File: src/rtl/tile_mm_sequencer.sv
// rtl/tile_mm_sequencer.sv - loop controller for tiled C = A * B: walks i/l/r tiles and drives phase handshakes
module tile_mm_sequencer #(
    parameter int M     = 4,
    parameter int P     = 6,
    parameter int N     = 4,
    parameter int TJ    = 2,
    parameter int TK    = 4,
    parameter int IDX_W = 10
) (
    input  logic             clk,
    input  logic             rst,
    input  logic             start,
    output logic             busy,
    output logic             done,
    output logic [IDX_W-1:0] tile_i,
    output logic [IDX_W-1:0] tile_l,
    output logic [IDX_W-1:0] tile_r,
    output logic [IDX_W-1:0] ext_i,
    output logic [IDX_W-1:0] ext_l,
    output logic [IDX_W-1:0] ext_r,
    output logic             lda_go,
    input  logic             lda_ack,
    output logic             ldb_go,
    input  logic             ldb_ack,
    output logic             mul_go,
    input  logic             mul_ack,
    output logic             acc_go,
    output logic             acc_first,
    input  logic             acc_ack,
    output logic             wb_go,
    input  logic             wb_ack
);

    typedef enum logic [2:0] {IDLE, FETCH_A, FETCH_B, MUL, ACC, WB, FIN} state_t;
    state_t state;

    localparam logic [IDX_W:0] M_W  = (IDX_W+1)'(M);
    localparam logic [IDX_W:0] N_W  = (IDX_W+1)'(N);
    localparam logic [IDX_W:0] P_W  = (IDX_W+1)'(P);
    localparam logic [IDX_W:0] TJ_W = (IDX_W+1)'(TJ);
    localparam logic [IDX_W:0] TK_W = (IDX_W+1)'(TK);

    // One extra bit so base+step and dim-base never wrap near the index limit.
    function automatic logic [IDX_W-1:0] extent(input logic [IDX_W:0] dim,
                                                 input logic [IDX_W:0] base,
                                                 input logic [IDX_W:0] step);
        logic [IDX_W:0] rem;
        rem = dim - base;
        return (rem < step) ? rem[IDX_W-1:0] : step[IDX_W-1:0];
    endfunction

    logic [IDX_W:0] i_nx, l_nx, r_nx;
    assign i_nx = {1'b0, tile_i} + TJ_W;
    assign l_nx = {1'b0, tile_l} + TK_W;
    assign r_nx = {1'b0, tile_r} + TK_W;

    // A *_go register is high only in the first cycle of its state, so !go marks
    // the cycles where the matching ack may be honoured.
    always_ff @(posedge clk or posedge rst) begin
        if (rst) begin
            state     <= IDLE;
            busy      <= 1'b0;
            done      <= 1'b0;
            tile_i    <= '0;
            tile_l    <= '0;
            tile_r    <= '0;
            ext_i     <= '0;
            ext_l     <= '0;
            ext_r     <= '0;
            lda_go    <= 1'b0;
            ldb_go    <= 1'b0;
            mul_go    <= 1'b0;
            acc_go    <= 1'b0;
            acc_first <= 1'b0;
            wb_go     <= 1'b0;
        end else begin
            lda_go    <= 1'b0;
            ldb_go    <= 1'b0;
            mul_go    <= 1'b0;
            acc_go    <= 1'b0;
            acc_first <= 1'b0;
            wb_go     <= 1'b0;
            done      <= 1'b0;
            case (state)
                IDLE: if (start) begin
                    tile_i <= '0;
                    tile_l <= '0;
                    tile_r <= '0;
                    ext_i  <= extent(M_W, '0, TJ_W);
                    ext_l  <= extent(N_W, '0, TK_W);
                    ext_r  <= extent(P_W, '0, TK_W);
                    busy   <= 1'b1;
                    lda_go <= 1'b1;
                    state  <= FETCH_A;
                end
                FETCH_A: if (!lda_go && lda_ack) begin
                    ldb_go <= 1'b1;
                    state  <= FETCH_B;
                end
                FETCH_B: if (!ldb_go && ldb_ack) begin
                    mul_go <= 1'b1;
                    state  <= MUL;
                end
                MUL: if (!mul_go && mul_ack) begin
                    acc_go    <= 1'b1;
                    acc_first <= (tile_r == '0);
                    state     <= ACC;
                end
                ACC: if (!acc_go && acc_ack) begin
                    if (r_nx < P_W) begin
                        tile_r <= r_nx[IDX_W-1:0];
                        ext_r  <= extent(P_W, r_nx, TK_W);
                        lda_go <= 1'b1;
                        state  <= FETCH_A;
                    end else begin
                        wb_go <= 1'b1;
                        state <= WB;
                    end
                end
                WB: if (!wb_go && wb_ack) begin
                    tile_r <= '0;
                    ext_r  <= extent(P_W, '0, TK_W);
                    if (l_nx < N_W) begin
                        tile_l <= l_nx[IDX_W-1:0];
                        ext_l  <= extent(N_W, l_nx, TK_W);
                        lda_go <= 1'b1;
                        state  <= FETCH_A;
                    end else begin
                        tile_l <= '0;
                        ext_l  <= extent(N_W, '0, TK_W);
                        if (i_nx < M_W) begin
                            tile_i <= i_nx[IDX_W-1:0];
                            ext_i  <= extent(M_W, i_nx, TJ_W);
                            lda_go <= 1'b1;
                            state  <= FETCH_A;
                        end else begin
                            busy  <= 1'b0;
                            done  <= 1'b1;
                            state <= FIN;
                        end
                    end
                end
                FIN:     state <= IDLE;
                default: state <= IDLE;
            endcase
        end
    end

endmodule

File: config.mk
export PLATFORM = sky130hd
export DESIGN_NAME = tile_mm_sequencer
export DESIGN_NICKNAME = d
export VERILOG_FILES = /design/src/rtl/tile_mm_sequencer.sv
export SDC_FILE = /design/constraint.sdc
export NUM_CORES = 1
export LEC_CHECK = 0
export BUFFER_PORTS_ARGS = -buffer_cell sky130_fd_sc_hd__buf_2
export CAP_MARGIN = 40
export CELL_PAD_IN_SITES_DETAIL_PLACEMENT = 1
export CELL_PAD_IN_SITES_GLOBAL_PLACEMENT = 1
export CORE_UTILIZATION = 41
export DETAILED_ROUTE_END_ITERATION = 6
export PLACE_DENSITY = 0.84
export SLEW_MARGIN = 20
export SYNTH_ARGS = -nofsm -noshare
export SYNTH_HDL_FRONTEND = slang
export SYNTH_SLANG_ARGS = --single-unit
File: constraint.sdc
create_clock -name clk -period 2.6 [get_ports clk]
set_input_delay 0.39 -clock clk [delete_from_list [all_inputs] [get_ports clk]]
set_output_delay 0.39 -clock clk [all_outputs]
set_load 0.005 [all_outputs]
Word-level counts from Yosys, hierarchy flattened. Cells that the tools add are included.

Word-level logic and storage cells: 126. Input port bits: 8. Memories kept: 0. Memory bits (read-only): 0. Output and inout port bits: 68. Memory bits (writable): 0. Register bits after elaboration: 71. Bits in latches: 0.

Multiply operators: 0. Div/mod/pow operators: 0. Multiplexer cells: 65. Shifts and indexed selects: 0. Bitwise gates (word level): 0. $lt $le $gt $ge: 6. Reduce and logical (&&, ||, !) cells: 19. Add/subtract/negate cells: 6. Eq/ne operators: 15.

Operators with widths (count): 10-bit 2-to-1 mux (22); 10-bit case mux with 2 select lines (4); 10-bit case mux with 3 select lines (2); 11-bit by 3-bit < comparator with 1-bit output (second input constant) (5); 3-bit by 11-bit subtractor with 11-bit output (first input constant) (3); 3-bit 2-to-1 mux (9); 1-bit 2-to-1 mux (25); 10-bit by 3-bit adder with 11-bit output (second input constant) (2); 2-bit inequality test (second input constant) (10); 3-bit case mux with 6 select lines (1); 5-bit AND reduction (3); 10-bit by 2-bit adder with 11-bit output (second input constant) (1); 11-bit by 2-bit < comparator with 1-bit output (second input constant) (1); 10-bit zero test (1); 3-bit by 2-bit equality test with 1-bit output (second input constant) (2); 3-bit equality test (second input constant) (2); 6-bit AND reduction (1); 1-bit logical AND (5); 1-bit zero test (5); 3-bit by 1-bit equality test with 1-bit output (second input constant) (1); 3-bit zero test (1); 1-bit case mux with 3 select lines (1); 3-bit AND reduction (1); 3-bit nonzero test (1); other kinds (2) (2).

Logic depth before layout (Yosys ltp).
Depth in word-level cells: 8. Depth in mapped cells: 10. Mapped depth without buffers: 8.

Worst setup path after synthesis. Ideal clock, no wire load.

Kind: register to register. Start: register tile_i[2]. End: register ext_i[1]. Arrival: 2.066 ns. Required time: 2.475 ns. Setup slack: 0.409 ns. Stages on the path, launching flop included: 10. Setup time: 0.125 ns. Buffers on the path: 2. Clock period less this slack: 2.191 ns. Cell sequence: dfrtp_1 > ha_1 > buf_2 > nand3_1 > nor4b_1 > or2_1 > and4b_1 > buf_6 > o211a_4 > mux2_4.

Cells in the longest elaborated chain, start to end: 8. Elaborated cells between the ends (all ways): 11. Those cells by class: add/sub: 2; order compare: 2; eq/ne: 1; mux: 5; reduce/logical: 1.

Ends and longest elaborated chain: start, declared (line 15) `output logic [IDX_W-1:0] tile_i,`; start signal, assigned (line 132) `tile_i <= i_nx[IDX_W-1:0];`; 10-bit by 2-bit adder with 11-bit output * (line 53) `assign i_nx = {1'b0, tile_i} + TJ_W;`; 3-bit by 11-bit subtractor with 11-bit output (line 48) `rem = dim - base;`; 11-bit by 2-bit < comparator with 1-bit output (line 49) `return (rem < step) ? rem[IDX_W-1:0] : step[IDX_W-1:0];`; 10-bit 2-to-1 mux (line 49); 10-bit 2-to-1 mux (line 131) `if (i_nx < M_W) begin`; 10-bit 2-to-1 mux (line 123) `if (l_nx < N_W) begin`; 10-bit 2-to-1 mux (line 120) `WB: if (!wb_go && wb_ack) begin`; 10-bit case mux with 2 select lines (line 84) `case (state)`; end signal, assigned (line 89) `ext_i <= extent(M_W, '0, TJ_W);`; end signal, assigned (line 133) `ext_i <= extent(M_W, i_nx, TJ_W);`; end, declared (line 18) `output logic [IDX_W-1:0] ext_i,`.

Every way passes the cells marked *; elsewhere a longest branch is shown, timed or not. The select of a mux whose other input is x is not followed. A chain may end at the register's enable or synchronous reset.

Worst setup path after layout. Ends and elaborated chain as after synthesis.

==> impl_metrics.tcl <==
set metrics [dict create \
    first_pass_iters 7 \
    grt_pass1_vias 2378 \
    hold_ws_ps 70.32 \
    cts.sink_count 65 \
    io_buffers 69 \
    rsz0062_at_grt "false" \
    rows 31 \
    hp-class "in2async" \
    dp_hpwl_mm 5.184 \
    synth_edf_count 0 \
    fin_skew_ps 5.869 \
    path_class "reg2reg" \
    outcome "complete, no violations" \
    cts_max_path_buffers 2 \
    synthToLayoutAreaGrowth_pct 21.64 \
    ff2ff_path_depth 7 \
    worst_slew_pin_slew_ps 518.1 \
    async_reset_ff_share_pct 100.0 \
    multi_input_area_um2 1395 \
    cap_violations 0 \
    utilization_pct 52.08 \
    endpoint_kind "register" \
    finalSetupViolCount 0 \
    ioPinCount 76 \
    dpl_cell_area_um2 3561 \
    synth_area_leader_cell "dfrtp_1" \
    final_nets 386 \
    leakagePower_uw 0.002036 \
    arrival_ps 2640 \
    synth.cell_area_um2 3122 \
    yosys_warnings 0 \
    timing.slew.headroom_pct 65.39 \
    power_density_nw_per_um2 726.0 \
    period_minus_slack_ps 2419 \
    start_kind "register" \
    yosys.area.top_type_share_pct 52.10 \
    drive_above_1_share_pct 29.57 \
    r2r_slack_ps 180 \
    setup.worst_path.end "ext_i[1]" \
    track_usage_pct 19.70 \
    grt_first_pass_wirelength_mm 11.74 \
    grt_overflow 0 \
    clkTransAtPathRegs_ps 70 \
    core_um2 7292 \
    ant_nets 0 \
    post-cts-setup-buffers 0 \
    die_h_um 89.26 \
    cts_tree "done" \
    design_area_um2 3797 \
    hold_viol_final 0 \
    drc_errors 0 \
    post-route-period-util_pct 93.02 \
    clk_latency_ps 340 \
    cts-htree-levels 3 \
    synth_cell_types 56 \
    die_w_um 89.26 \
    wl_mm 7.408 \
    avgViaCountPerCell 5.248 \
    antenna_found_initial 0 \
    crit_path_max_fanout 9 \
    grt_max_degree 66 \
    crit_required_ps 2830 \
    seqCellArea_um2 1628 \
    r2r_start "tile_i[2]" \
    antenna_cells 0 \
    dr.first_iter.drc_count 85 \
    gp_congestion 0.8181 \
    ys_seq_area_share_pct 52.10 \
    ys_top_cells_by_area "dfrtp_1 52%, and2_1 6.2%, ha_1 4.0%, nor2b_1 3.6%, nand2_1 1.9%" \
    ctsRootBufferMaster "clkbuf_8" \
    wire_per_inst_um 15.73 \
    slew_viol_final 0 \
    cp-startpoint "tile_i[2]" \
    start_util_pct 42.81 \
    die_area_um2 7967 \
    synthCells 294 \
    ys_ff_latch 65 \
    cts_buffers 9 \
    timing.fmax_mhz 413.5 \
    fillers 852 \
    vdd_drop_max_uv 297.9 \
    rr_endpoint "ext_i[1]" \
    finalSetupTns_ps 0 \
    vias 2472 \
    synth_area_per_cell_um2 10.62 \
    ys.flop_type "dfrtp_1" \
]
## cells in the mapped netlist, drive strengths merged (8+ instances only)
library cell,n
o21ai,8
a21oi,10
and2,31
nor2,12
nand3,10
dfrtp,65
nand2,16
buf,13
inv,11
nand2b,8
nor2b,18
ha,10
## layout by cell type, fill, tap and decap left out, drive strengths merged, types with 3 or more instances in the layout
master   instances
nor2            12
and3             4
clkinv           3
a2111oi          4
o211ai           3
inv             11
a21oi           10
buf             78
nand4            3
nor2b           18
nand2           16
nand3           10
conb             6
a31oi            6
o22ai            4
xnor2            5
clkbuf          11
nand2b           8
nor3             7
ha              10
and2            31
dfrtp           65
o21ai            8
or2              3
mux2             3
## metal layers
layer  GRT usage (%)  up-vias  routed length (um)
met5               0        -                   0
met4           9.235        0                 144
met2           30.88       64                3577
li1                -     1159                   -
met1           26.29     1239                3437
met3           4.063       10                 248
## stage by stage
stage | setup slack [ps] | std cells | power, uW
floorplan | 409.0 | 299 | 1698
global placement | 121.9 | 454 | 1902
detailed placement | 38.92 | 455 | 1941
CTS | 2.850 | 470 | 2766
global route | 48.72 | 471 | 2914
finish | 181.5 | 471 | 2757
## sequential cells by signal (all words and copies together), names as in the netlist
name / cells
ext_i: 10
ext_r: 10
ext_l: 9
tile_i: 9
tile_l: 8
tile_r: 8
state: 3
acc_first: 1
acc_go: 1
busy: 1
done: 1
lda_go: 1
ldb_go: 1
mul_go: 1
wb_go: 1
## power breakdown
part           leakage, uW  switching [uW]  internal, uW  total, uW
clock network    0.0000929             371           433        804
logic              0.00106             453           293        746
registers         0.000879             116          1090       1210
total              0.00204             940          1820       2760
## cell type report
class                           count  area share [%]
Sequential cell                    65           42.87
Multi-Input combinational cell    203           36.74
Timing Repair Buffer               78           11.40
Clock buffer                       11           3.460
Tap cell                           99           3.262
Clock inverter                      4           1.186
Inverter                           11           1.087
## timing repair
| item | CTS | global route |
|---|---|---|
| hold endpoints to repair | 0 | 0 |
| endpoints found under the setup margin | 0 | 29 |
| hold buffers | 0 | 0 |
| gates resized for setup | 0 | 9 |
## critical path, cell delays in order (launching register included)
cell     delay, ps
dfrtp_1        550
ha_2           360
nand3_1        120
nor4b_2        190
or2_1          200
and4b_2        300
o211a_4        280
mux2_4         290
## worst min path at each step
stage             start       end  slack [ps]  cells past startpoint
2_1_floorplan  ext_r[1]  ext_r[1]         470                      1
3_3_place_gp   ext_r[1]  ext_r[1]         460                      1
3_5_place_dp   ext_r[9]  ext_r[9]         470                      1
4_1_cts             rst  ext_r[6]         310                      3
5_1_grt             rst  ext_i[6]          90                      3
6_report            rst  ext_i[0]          70                      3
## cell families after synthesis
kind of cell    synth area share (%)
xor+xnor                       1.683
fa+ha+maj                      4.008
simple gates                   23.13
flops                          52.10
buf+inv                        4.930
mux                            1.964
compound gates                 12.06
other cells                   0.1201
(Power assumes the default switching activity.)
